File: src/rtl/uart_io_pkg.sv
// rtl/uart_io_pkg.sv - shared state encodings and byte helpers for the UART exec-stage responder
package uart_io_pkg;

  // 2-bit state encodings for the TX and RX engines
  localparam logic [1:0] ST_T_IDLE    = 2'd0;
  localparam logic [1:0] ST_T_SEND    = 2'd1;
  localparam logic [1:0] ST_T_GAP     = 2'd2;
  localparam logic [1:0] ST_R_IDLE    = 2'd0;
  localparam logic [1:0] ST_R_COLLECT = 2'd1;
  localparam logic [1:0] ST_R_DONE    = 2'd2;

  typedef enum logic [1:0] {
    T_IDLE = ST_T_IDLE,
    T_SEND = ST_T_SEND,
    T_GAP  = ST_T_GAP
  } tx_state_e;

  typedef enum logic [1:0] {
    R_IDLE    = ST_R_IDLE,
    R_COLLECT = ST_R_COLLECT,
    R_DONE    = ST_R_DONE
  } rx_state_e;

  // Size code to byte count (1..4)
  function automatic logic [2:0] nbytes(input logic [1:0] sz);
    return {1'b0, sz} + 3'd1;
  endfunction

  // Byte idx of a word counted from the LSB; with idx = remaining-1 this
  // walks a big-endian word from its most significant used byte downwards
  function automatic logic [7:0] be_byte(input logic [31:0] w, input logic [1:0] idx);
    logic [7:0] b;
    case (idx)
      2'd0:    b = w[7:0];
      2'd1:    b = w[15:8];
      2'd2:    b = w[23:16];
      default: b = w[31:24];
    endcase
    return b;
  endfunction

endpackage

File: src/rtl/uart_io_fifo.sv
// rtl/uart_io_fifo.sv - first-word-fall-through byte FIFO with wrap-bit pointers
module uart_io_fifo #(
  parameter int DEPTH_LOG2 = 4
) (
  input  logic       clk,
  input  logic       rstn,
  input  logic       push,
  input  logic       pop,
  input  logic [7:0] din,
  output logic [7:0] dout,
  output logic       empty,
  output logic       full
);

  localparam int DEPTH = 1 << DEPTH_LOG2;
  localparam logic [DEPTH_LOG2:0] PTR_ONE = {{DEPTH_LOG2{1'b0}}, 1'b1};

  logic [7:0]          mem_q [DEPTH];
  logic [DEPTH_LOG2:0] wr_ptr_q, wr_ptr_d;
  logic [DEPTH_LOG2:0] rd_ptr_q, rd_ptr_d;

  // Pointers are equal when empty; same index but different wrap bit when full
  assign empty = (wr_ptr_q == rd_ptr_q);
  assign full  = (wr_ptr_q[DEPTH_LOG2] != rd_ptr_q[DEPTH_LOG2]) &&
                 (wr_ptr_q[DEPTH_LOG2-1:0] == rd_ptr_q[DEPTH_LOG2-1:0]);
  assign dout  = mem_q[rd_ptr_q[DEPTH_LOG2-1:0]];

  // Pointer advance; the caller only pushes/pops when legal
  always_comb begin
    wr_ptr_d = push ? wr_ptr_q + PTR_ONE : wr_ptr_q;
    rd_ptr_d = pop  ? rd_ptr_q + PTR_ONE : rd_ptr_q;
  end

  // Pointer registers
  always_ff @(posedge clk or negedge rstn) begin
    if (!rstn) begin
      wr_ptr_q <= '0;
      rd_ptr_q <= '0;
    end else begin
      wr_ptr_q <= wr_ptr_d;
      rd_ptr_q <= rd_ptr_d;
    end
  end

  // Storage; contents need no reset since the pointers define validity
  always_ff @(posedge clk) begin
    if (push) begin
      mem_q[wr_ptr_q[DEPTH_LOG2-1:0]] <= din;
    end
  end

endmodule

File: src/rtl/uart_io_ctrl.sv
// rtl/uart_io_ctrl.sv - UART word/byte responder; UART_IO_LOOPBACK_EN routes TX bytes into the RX FIFO
module uart_io_ctrl
  import uart_io_pkg::*;
#(
  parameter int RX_DEPTH_LOG2 = 4
) (
  input  logic        clk,
  input  logic        rstn,
  input  logic        uart_wenable,
  input  logic [1:0]  uart_wsz,
  input  logic [31:0] uart_wd,
  output logic        uart_wdone,
  input  logic        uart_renable,
  input  logic [1:0]  uart_rsz,
  output logic [31:0] uart_rd,
  output logic        uart_rdone,
  output logic [7:0]  tx_data,
  output logic        tx_start,
  input  logic        tx_busy,
  input  logic [7:0]  rx_data,
  input  logic        rx_valid,
  output logic        rx_overflow
);

  tx_state_e   tx_state_q, tx_state_d;
  logic [31:0] wd_q, wd_d;
  logic [2:0]  tx_left_q, tx_left_d;
  logic        wdone_q, wdone_d;
  logic        tx_fire;
  logic [7:0]  tx_byte;
  logic        tx_busy_eff;

  rx_state_e   rx_state_q, rx_state_d;
  logic [31:0] acc_q, acc_d;
  logic [31:0] rd_q, rd_d;
  logic [2:0]  rx_left_q, rx_left_d;
  logic        rdone_q, rdone_d;
  logic        ovf_q, ovf_d;

  logic        push_req;
  logic [7:0]  push_byte;
  logic        fifo_push, fifo_pop;
  logic [7:0]  fifo_dout;
  logic        fifo_empty, fifo_full;

  // Next byte to send is the most significant one still pending
  assign tx_byte = be_byte(wd_q, tx_left_q[1:0] - 2'd1);

`ifdef UART_IO_LOOPBACK_EN
  logic loopback_unused;
  assign loopback_unused = ^{tx_busy, rx_valid, rx_data};
  assign tx_busy_eff = 1'b0;
  assign push_req    = tx_fire;
  assign push_byte   = tx_byte;
  assign tx_start    = 1'b0;
  assign tx_data     = 8'h00;
`else
  assign tx_busy_eff = tx_busy;
  assign push_req    = rx_valid;
  assign push_byte   = rx_data;
  assign tx_start    = tx_fire;
  assign tx_data     = (tx_state_q == T_SEND) ? tx_byte : 8'h00;
`endif

  // A pop in the same cycle frees a slot, so a full FIFO can still accept
  assign fifo_push = push_req && (!fifo_full || fifo_pop);

  assign uart_wdone  = wdone_q;
  assign uart_rdone  = rdone_q;
  assign uart_rd     = rd_q;
  assign rx_overflow = ovf_q;

  // TX engine: latch the word, hand bytes out one per free PHY slot, one gap cycle after each
  always_comb begin
    tx_state_d = tx_state_q;
    wd_d       = wd_q;
    tx_left_d  = tx_left_q;
    wdone_d    = 1'b0;
    tx_fire    = 1'b0;
    case (tx_state_q)
      T_IDLE: begin
        if (uart_wenable) begin
          wd_d       = uart_wd;
          tx_left_d  = nbytes(uart_wsz);
          tx_state_d = T_SEND;
        end
      end
      T_SEND: begin
        if (!tx_busy_eff) begin
          tx_fire    = 1'b1;
          tx_left_d  = tx_left_q - 3'd1;
          wdone_d    = (tx_left_q == 3'd1);
          tx_state_d = T_GAP;
        end
      end
      T_GAP: begin
        tx_state_d = (tx_left_q == 3'd0) ? T_IDLE : T_SEND;
      end
      default: tx_state_d = T_IDLE;
    endcase
  end

  // RX engine: pop queued bytes into a shifting accumulator until n bytes are in
  always_comb begin
    rx_state_d = rx_state_q;
    acc_d      = acc_q;
    rx_left_d  = rx_left_q;
    rd_d       = rd_q;
    rdone_d    = 1'b0;
    fifo_pop   = 1'b0;
    case (rx_state_q)
      R_IDLE: begin
        if (uart_renable) begin
          rx_left_d  = nbytes(uart_rsz);
          acc_d      = '0;
          rx_state_d = R_COLLECT;
        end
      end
      R_COLLECT: begin
        if (!fifo_empty) begin
          fifo_pop  = 1'b1;
          acc_d     = {acc_q[23:0], fifo_dout};
          rx_left_d = rx_left_q - 3'd1;
          if (rx_left_q == 3'd1) begin
            rd_d       = {acc_q[23:0], fifo_dout};
            rdone_d    = 1'b1;
            rx_state_d = R_DONE;
          end
        end
      end
      R_DONE: begin
        rx_state_d = R_IDLE;
      end
      default: rx_state_d = R_IDLE;
    endcase
  end

  // Overflow is sticky: a byte arriving to a full FIFO with no pop is lost
  always_comb begin
    ovf_d = ovf_q | (push_req & fifo_full & ~fifo_pop);
  end

  // State and registered outputs of both engines
  always_ff @(posedge clk or negedge rstn) begin
    if (!rstn) begin
      tx_state_q <= T_IDLE;
      wd_q       <= '0;
      tx_left_q  <= '0;
      wdone_q    <= 1'b0;
      rx_state_q <= R_IDLE;
      acc_q      <= '0;
      rd_q       <= '0;
      rx_left_q  <= '0;
      rdone_q    <= 1'b0;
      ovf_q      <= 1'b0;
    end else begin
      tx_state_q <= tx_state_d;
      wd_q       <= wd_d;
      tx_left_q  <= tx_left_d;
      wdone_q    <= wdone_d;
      rx_state_q <= rx_state_d;
      acc_q      <= acc_d;
      rd_q       <= rd_d;
      rx_left_q  <= rx_left_d;
      rdone_q    <= rdone_d;
      ovf_q      <= ovf_d;
    end
  end

  uart_io_fifo #(
    .DEPTH_LOG2(RX_DEPTH_LOG2)
  ) u_rx_fifo (
    .clk  (clk),
    .rstn (rstn),
    .push (fifo_push),
    .pop  (fifo_pop),
    .din  (push_byte),
    .dout (fifo_dout),
    .empty(fifo_empty),
    .full (fifo_full)
  );

endmodule
File: config.mk
export PLATFORM = sky130hd
export DESIGN_NAME = uart_io_ctrl
export DESIGN_NICKNAME = d
export VERILOG_FILES = /design/src/rtl/uart_io_pkg.sv /design/src/rtl/uart_io_fifo.sv /design/src/rtl/uart_io_ctrl.sv
export SDC_FILE = /design/constraint.sdc
export NUM_CORES = 1
export LEC_CHECK = 0
export ABC_AREA = 1
export BUFFER_PORTS_ARGS = -buffer_cell sky130_fd_sc_hd__buf_2
export CAP_MARGIN = 20
export CORE_MARGIN = 3
export CORE_UTILIZATION = 59
export CTS_CLUSTER_DIAMETER = 50
export CTS_CLUSTER_SIZE = 8
export DETAILED_ROUTE_END_ITERATION = 10
export PLACE_DENSITY = 0.84
export SYNTH_ARGS = -nofsm -noshare
export SYNTH_HDL_FRONTEND = slang
export SYNTH_HIERARCHICAL = 1
export SYNTH_SLANG_ARGS = --single-unit
File: constraint.sdc
create_clock -name clk -period 3.05 [get_ports clk]
set_clock_uncertainty 0.1 [all_clocks]
set_input_delay 0.915 -clock clk [delete_from_list [all_inputs] [get_ports clk]]
set_output_delay 0.915 -clock clk [all_outputs]
set_load 0.1 [all_outputs]
==> metrics.txt <==
# TYPE chip_impl_metric gauge
chip_impl_info{name="run_status",value="finished, final reports clean"} 1
chip_impl_metric{name="synth.avg_cell_area",unit="µm²"} 9.46
chip_impl_metric{name="max_cap_violations",unit=""} 0
chip_impl_metric{name="postSynthNetCount",unit=""} 1173
chip_impl_metric{name="fillerInstances",unit=""} 1148
chip_impl_metric{name="global_route.overflow_total",unit=""} 0
chip_impl_metric{name="drtIter0Drc",unit=""} 969
chip_impl_metric{name="routed_wl",unit="µm"} 24600
chip_impl_metric{name="cts.sink_count",unit=""} 239
chip_impl_metric{name="nets",unit=""} 1285
chip_impl_metric{name="maximum_number_of_pins_on_one_net_before_global_route_repair",unit=""} 69
chip_impl_metric{name="post-layout-total-power",unit="W"} 0.0146
chip_impl_metric{name="port_buffers",unit=""} 93
chip_impl_metric{name="via_count",unit=""} 8006
chip_impl_metric{name="rows",unit=""} 48
chip_impl_info{name="ctsRootBufferMaster",value="clkbuf_16"} 1
chip_impl_metric{name="clock_insertion_delay_worst_skew",unit="ns"} 0.51
chip_impl_metric{name="core_region_area",unit="µm²"} 17400
chip_impl_info{name="timing.rr.start",value="u_rx_fifo/rd_ptr_q[0]"} 1
chip_impl_info{name="highest-signal-layer",value="met4"} 1
chip_impl_metric{name="grt_antenna_before_repair",unit=""} 0
chip_impl_metric{name="h-tree-depth",unit=""} 2
chip_impl_metric{name="netlist.area_leader.share",unit="%"} 36.6
chip_impl_metric{name="layout-drive-gt1-share",unit="%"} 14.6
chip_impl_metric{name="finalCritPeriodShare",unit="%"} 98.6
chip_impl_metric{name="final_hold_viol_count",unit=""} 0
chip_impl_metric{name="area_share_of_and_or_nand_nor_cells_after_synthesis",unit="%"} 18.2
chip_impl_metric{name="muxShareOfSynthArea",unit="%"} 0
chip_impl_metric{name="synth_warnings",unit=""} 6
chip_impl_info{name="ys_dominant_reg_cell",value="edfxtp_1"} 1
chip_impl_metric{name="irDropWorstVdd",unit="mV"} 1.22
chip_impl_info{name="hp-class",value="primary input to async pin"} 1
chip_impl_metric{name="via_count_of_the_first_global_routing_pass",unit=""} 7884
chip_impl_metric{name="arrival_time_at_the_worst_endpoint",unit="ns"} 1.99
chip_impl_metric{name="yosys_register_bits",unit=""} 239
chip_impl_metric{name="drv_slew",unit=""} 0
chip_impl_metric{name="route.met2.wl",unit="µm"} 12300
chip_impl_metric{name="global_route_wire_length_before_repair",unit="µm"} 39600
chip_impl_metric{name="worst-endpoint-required",unit="ns"} 2.03
chip_impl_info{name="worstSetupPathType",value="flop to output port"} 1
chip_impl_info{name="startpoint_type",value="flop"} 1
chip_impl_metric{name="layout.cells.non_filler",unit=""} 1467
chip_impl_metric{name="largest_fanout_on_the_critical_path",unit=""} 9
chip_impl_metric{name="syn_inst",unit=""} 1109
chip_impl_metric{name="synth.distinct_cells",unit=""} 29
chip_impl_metric{name="met3_wirelength_from_detailed_routing",unit="µm"} 1970
chip_impl_metric{name="synth-edff-count",unit=""} 128
chip_impl_metric{name="synthXorXnorAreaFrac",unit="%"} 1.16
chip_impl_metric{name="switching_share",unit="%"} 45.2
chip_impl_info{name="synth.area.top_cells",value="edfxtp_1, dfrtp_1, nand2_1"} 1
chip_impl_metric{name="final_cell_area",unit="µm²"} 12400
chip_impl_info{name="rsz_0062_raised_after_global_routing",value="yes"} 1
chip_impl_info{name="synthDominantAreaCellType",value="edfxtp_1"} 1
chip_impl_metric{name="io_pins",unit=""} 94
chip_impl_metric{name="dpl-instance-area",unit="µm²"} 11400
chip_impl_metric{name="yosys.area_share.adder",unit="%"} 1.67
chip_impl_metric{name="tightestPinTransition",unit="ns"} 0.918
chip_impl_metric{name="global_route.usage.total",unit="%"} 25.4
chip_impl_metric{name="internal_power",unit="W"} 0.00797
chip_impl_metric{name="power.share.sequential",unit="%"} 32.7
chip_impl_metric{name="drt_drc_violations_left",unit=""} 0
chip_impl_metric{name="timing.max_slew.rel_slack",unit="%"} 38.7
chip_impl_metric{name="p_leak",unit="nW"} 6.01
chip_impl_metric{name="detail-route-antenna-nets",unit=""} 0
chip_impl_metric{name="die_height",unit="µm"} 139
chip_impl_info{name="combinational_family_with_the_most_area_after_synthesis",value="simple AND/OR/NAND/NOR gates"} 1
chip_impl_metric{name="die_width",unit="µm"} 139
chip_impl_metric{name="fmax",unit="MHz"} 333
chip_impl_metric{name="n_diodes",unit=""} 0
chip_impl_metric{name="m1WireLength",unit="µm"} 9680
chip_impl_metric{name="clock_power_share",unit="%"} 23.5
chip_impl_metric{name="placed_cell_count",unit=""} 1408
chip_impl_metric{name="p_comb_share",unit="%"} 43.9
chip_impl_info{name="cts_tree",value="yes"} 1
chip_impl_metric{name="syn_to_final_growth",unit="%"} 18.1
chip_impl_metric{name="cts.path.max_buffers",unit=""} 3
chip_impl_metric{name="synth_compound_gate_area_share",unit="%"} 5.70
chip_impl_metric{name="vias_per_cell",unit=""} 5.46
chip_impl_metric{name="dieArea",unit="µm²"} 19400
chip_impl_metric{name="power_density",unit="nW/µm²"} 1170
chip_impl_metric{name="asyncSetResetFlopFracSynth",unit="%"} 46.4
chip_impl_metric{name="number_of_hold_buffers_added_after_cts",unit=""} 0
chip_impl_metric{name="yosysSeqAreaShare",unit="%"} 63.1
chip_impl_metric{name="wl_per_cell",unit="µm"} 16.8
chip_impl_metric{name="dr.pass1.iters",unit=""} 6
chip_impl_metric{name="gp_routability_congestion",unit=""} 0.913
chip_impl_metric{name="dp_hpwl",unit="µm"} 15700
chip_impl_metric{name="cts_made_buffers",unit=""} 35
chip_impl_info{name="timing.critical_path.to_type",value="output port"} 1
chip_impl_metric{name="initial_utilization",unit="%"} 60.4
chip_impl_info{name="crit_start",value="tx_left_q[0]"} 1
chip_impl_metric{name="power.switching",unit="W"} 0.00658
chip_impl_metric{name="totalNegativeSetupSlack",unit="ns"} 0
chip_impl_metric{name="clock_transition_time_at_the_flip_flop_clock_pins_of_the_worst_setup_and_hold_paths",unit="ns"} 0.05
chip_impl_metric{name="fin_crit",unit="ns"} 3.01
chip_impl_metric{name="setup_violations",unit=""} 0
chip_impl_metric{name="final_util",unit="%"} 71.4
chip_impl_metric{name="syn-cell-area",unit="µm²"} 10500
[cells by family after synthesis]
| logic type | count (synthesis) |
|---|---|
| AOI/OAI and AO/OA | 116 |
| and+or+nand+nor | 476 |
| DFF | 239 |
| adders and majority gates | 14 |
| xor gates and xnor gates | 13 |
| buffers and inverters | 251 |
[metal layers]
metal,global-route usage (%),vias to the layer above
met4,8.81,0
met5,0,-
met2,42.2,389
li1,-,3702
met3,5.02,65
met1,33.9,3850
[Yosys cell counts (all sizes together), types with 5 or more instances]
cell and number:
nor2 27, xor2 8, nand2 361, xnor2 5
dfrtp 111, edfxtp 128, a21oi 8, o21ai 97
a31oi 8, clkbuf 10, nand3 85, buf 35
inv 205, ha 14
[timing repair]
| action | 4_1_cts | 5_1_grt |
|---|---|---|
| gates cloned | 0 | 0 |
| pin swaps | 0 | 0 |
| endpoints found under the setup margin | 1 | 8 |
| setup buffers | 0 | 1 |
| gates resized for setup | 1 | 4 |
| hold endpoints to repair | 0 | 0 |
[sequential cells by signal (all words and copies together) (netlist names)]
register and count:
acc_q 24, rx_left_q 3, rx_overflow 1, rx_state_q 2, tx_left_q 3, tx_state_q 2, u_rx_fifo/mem_q 128, u_rx_fifo/rd_ptr_q 5
u_rx_fifo/wr_ptr_q 5, uart_rd 32, uart_rdone 1, uart_wdone 1, wd_q 32
[through the flow]
stage,worst slack (ns),hold slack [ns]
2_1_floorplan,-0.00420,0.342
3_3_place_gp,0.480,0.356
3_5_place_dp,0.431,0.358
4_1_cts,0.00538,0.299
5_1_grt,-0.0388,0.326
6_report,0.0438,0.303
[worst max-delay path, stage by stage (launching register included)]
cell	delay, ns
dfrtp_1	0.41
inv_1	0.10
ha_1	0.24
buf_4	0.18
a21oi_1	0.24
a31oi_4	0.14
buf_12	0.19
[path summary, 6_finish.rpt]
path | to | slack, ns | cells past startpoint
worst max-delay path | tx_data[7] | 0.04 | 6
worst min-delay path | uart_rd[25] | 0.30 | 1
worst max register to register | acc_q[0] | 0.43 | 10
worst min register to register | rx_left_q[1] | 0.37 | 2
max in group asynchronous | wd_q[19] | 1.84 | 2
min in group clk | rx_left_q[1] | 0.37 | 2
[placed cells by master, fill, tap and decap left out, drive strengths merged, types with 3 or more instances in the layout]
master and instances:
a21oi 8, nand3 85, a31oi 8, xnor2 5, inv 208, buf 120, o21ai 97, ha 14
clkbuf 55, nand2 361, nand4 3, xor2 8, edfxtp 128, dfrtp 111, nor2 27
[cell type report]
class / instances / area, µm² / area share, %
sequential: 239 / 6620 / 53.5
multi-input combinational: 619 / 2920 / 23.6
clock buffer: 55 / 951 / 7.68
timing repair buffer: 120 / 810 / 6.53
inverter: 206 / 776 / 6.26
tap: 225 / 282 / 2.27
clock inverter: 3 / 26.3 / 0.212
[power by group through the flow]
stage / registers (W) / clock network (W) / logic (W)
5_1_grt: 0.00482 / 0.00362 / 0.00688
3_3_place_gp: 0.00473 / 0 / 0.00602
4_1_cts: 0.00474 / 0.00346 / 0.00633
6_report: 0.00475 / 0.00342 / 0.00638
3_5_place_dp: 0.00477 / 0 / 0.00622
2_1_floorplan: 0.00594 / 0 / 0.00354
(Power assumes the default switching activity.)
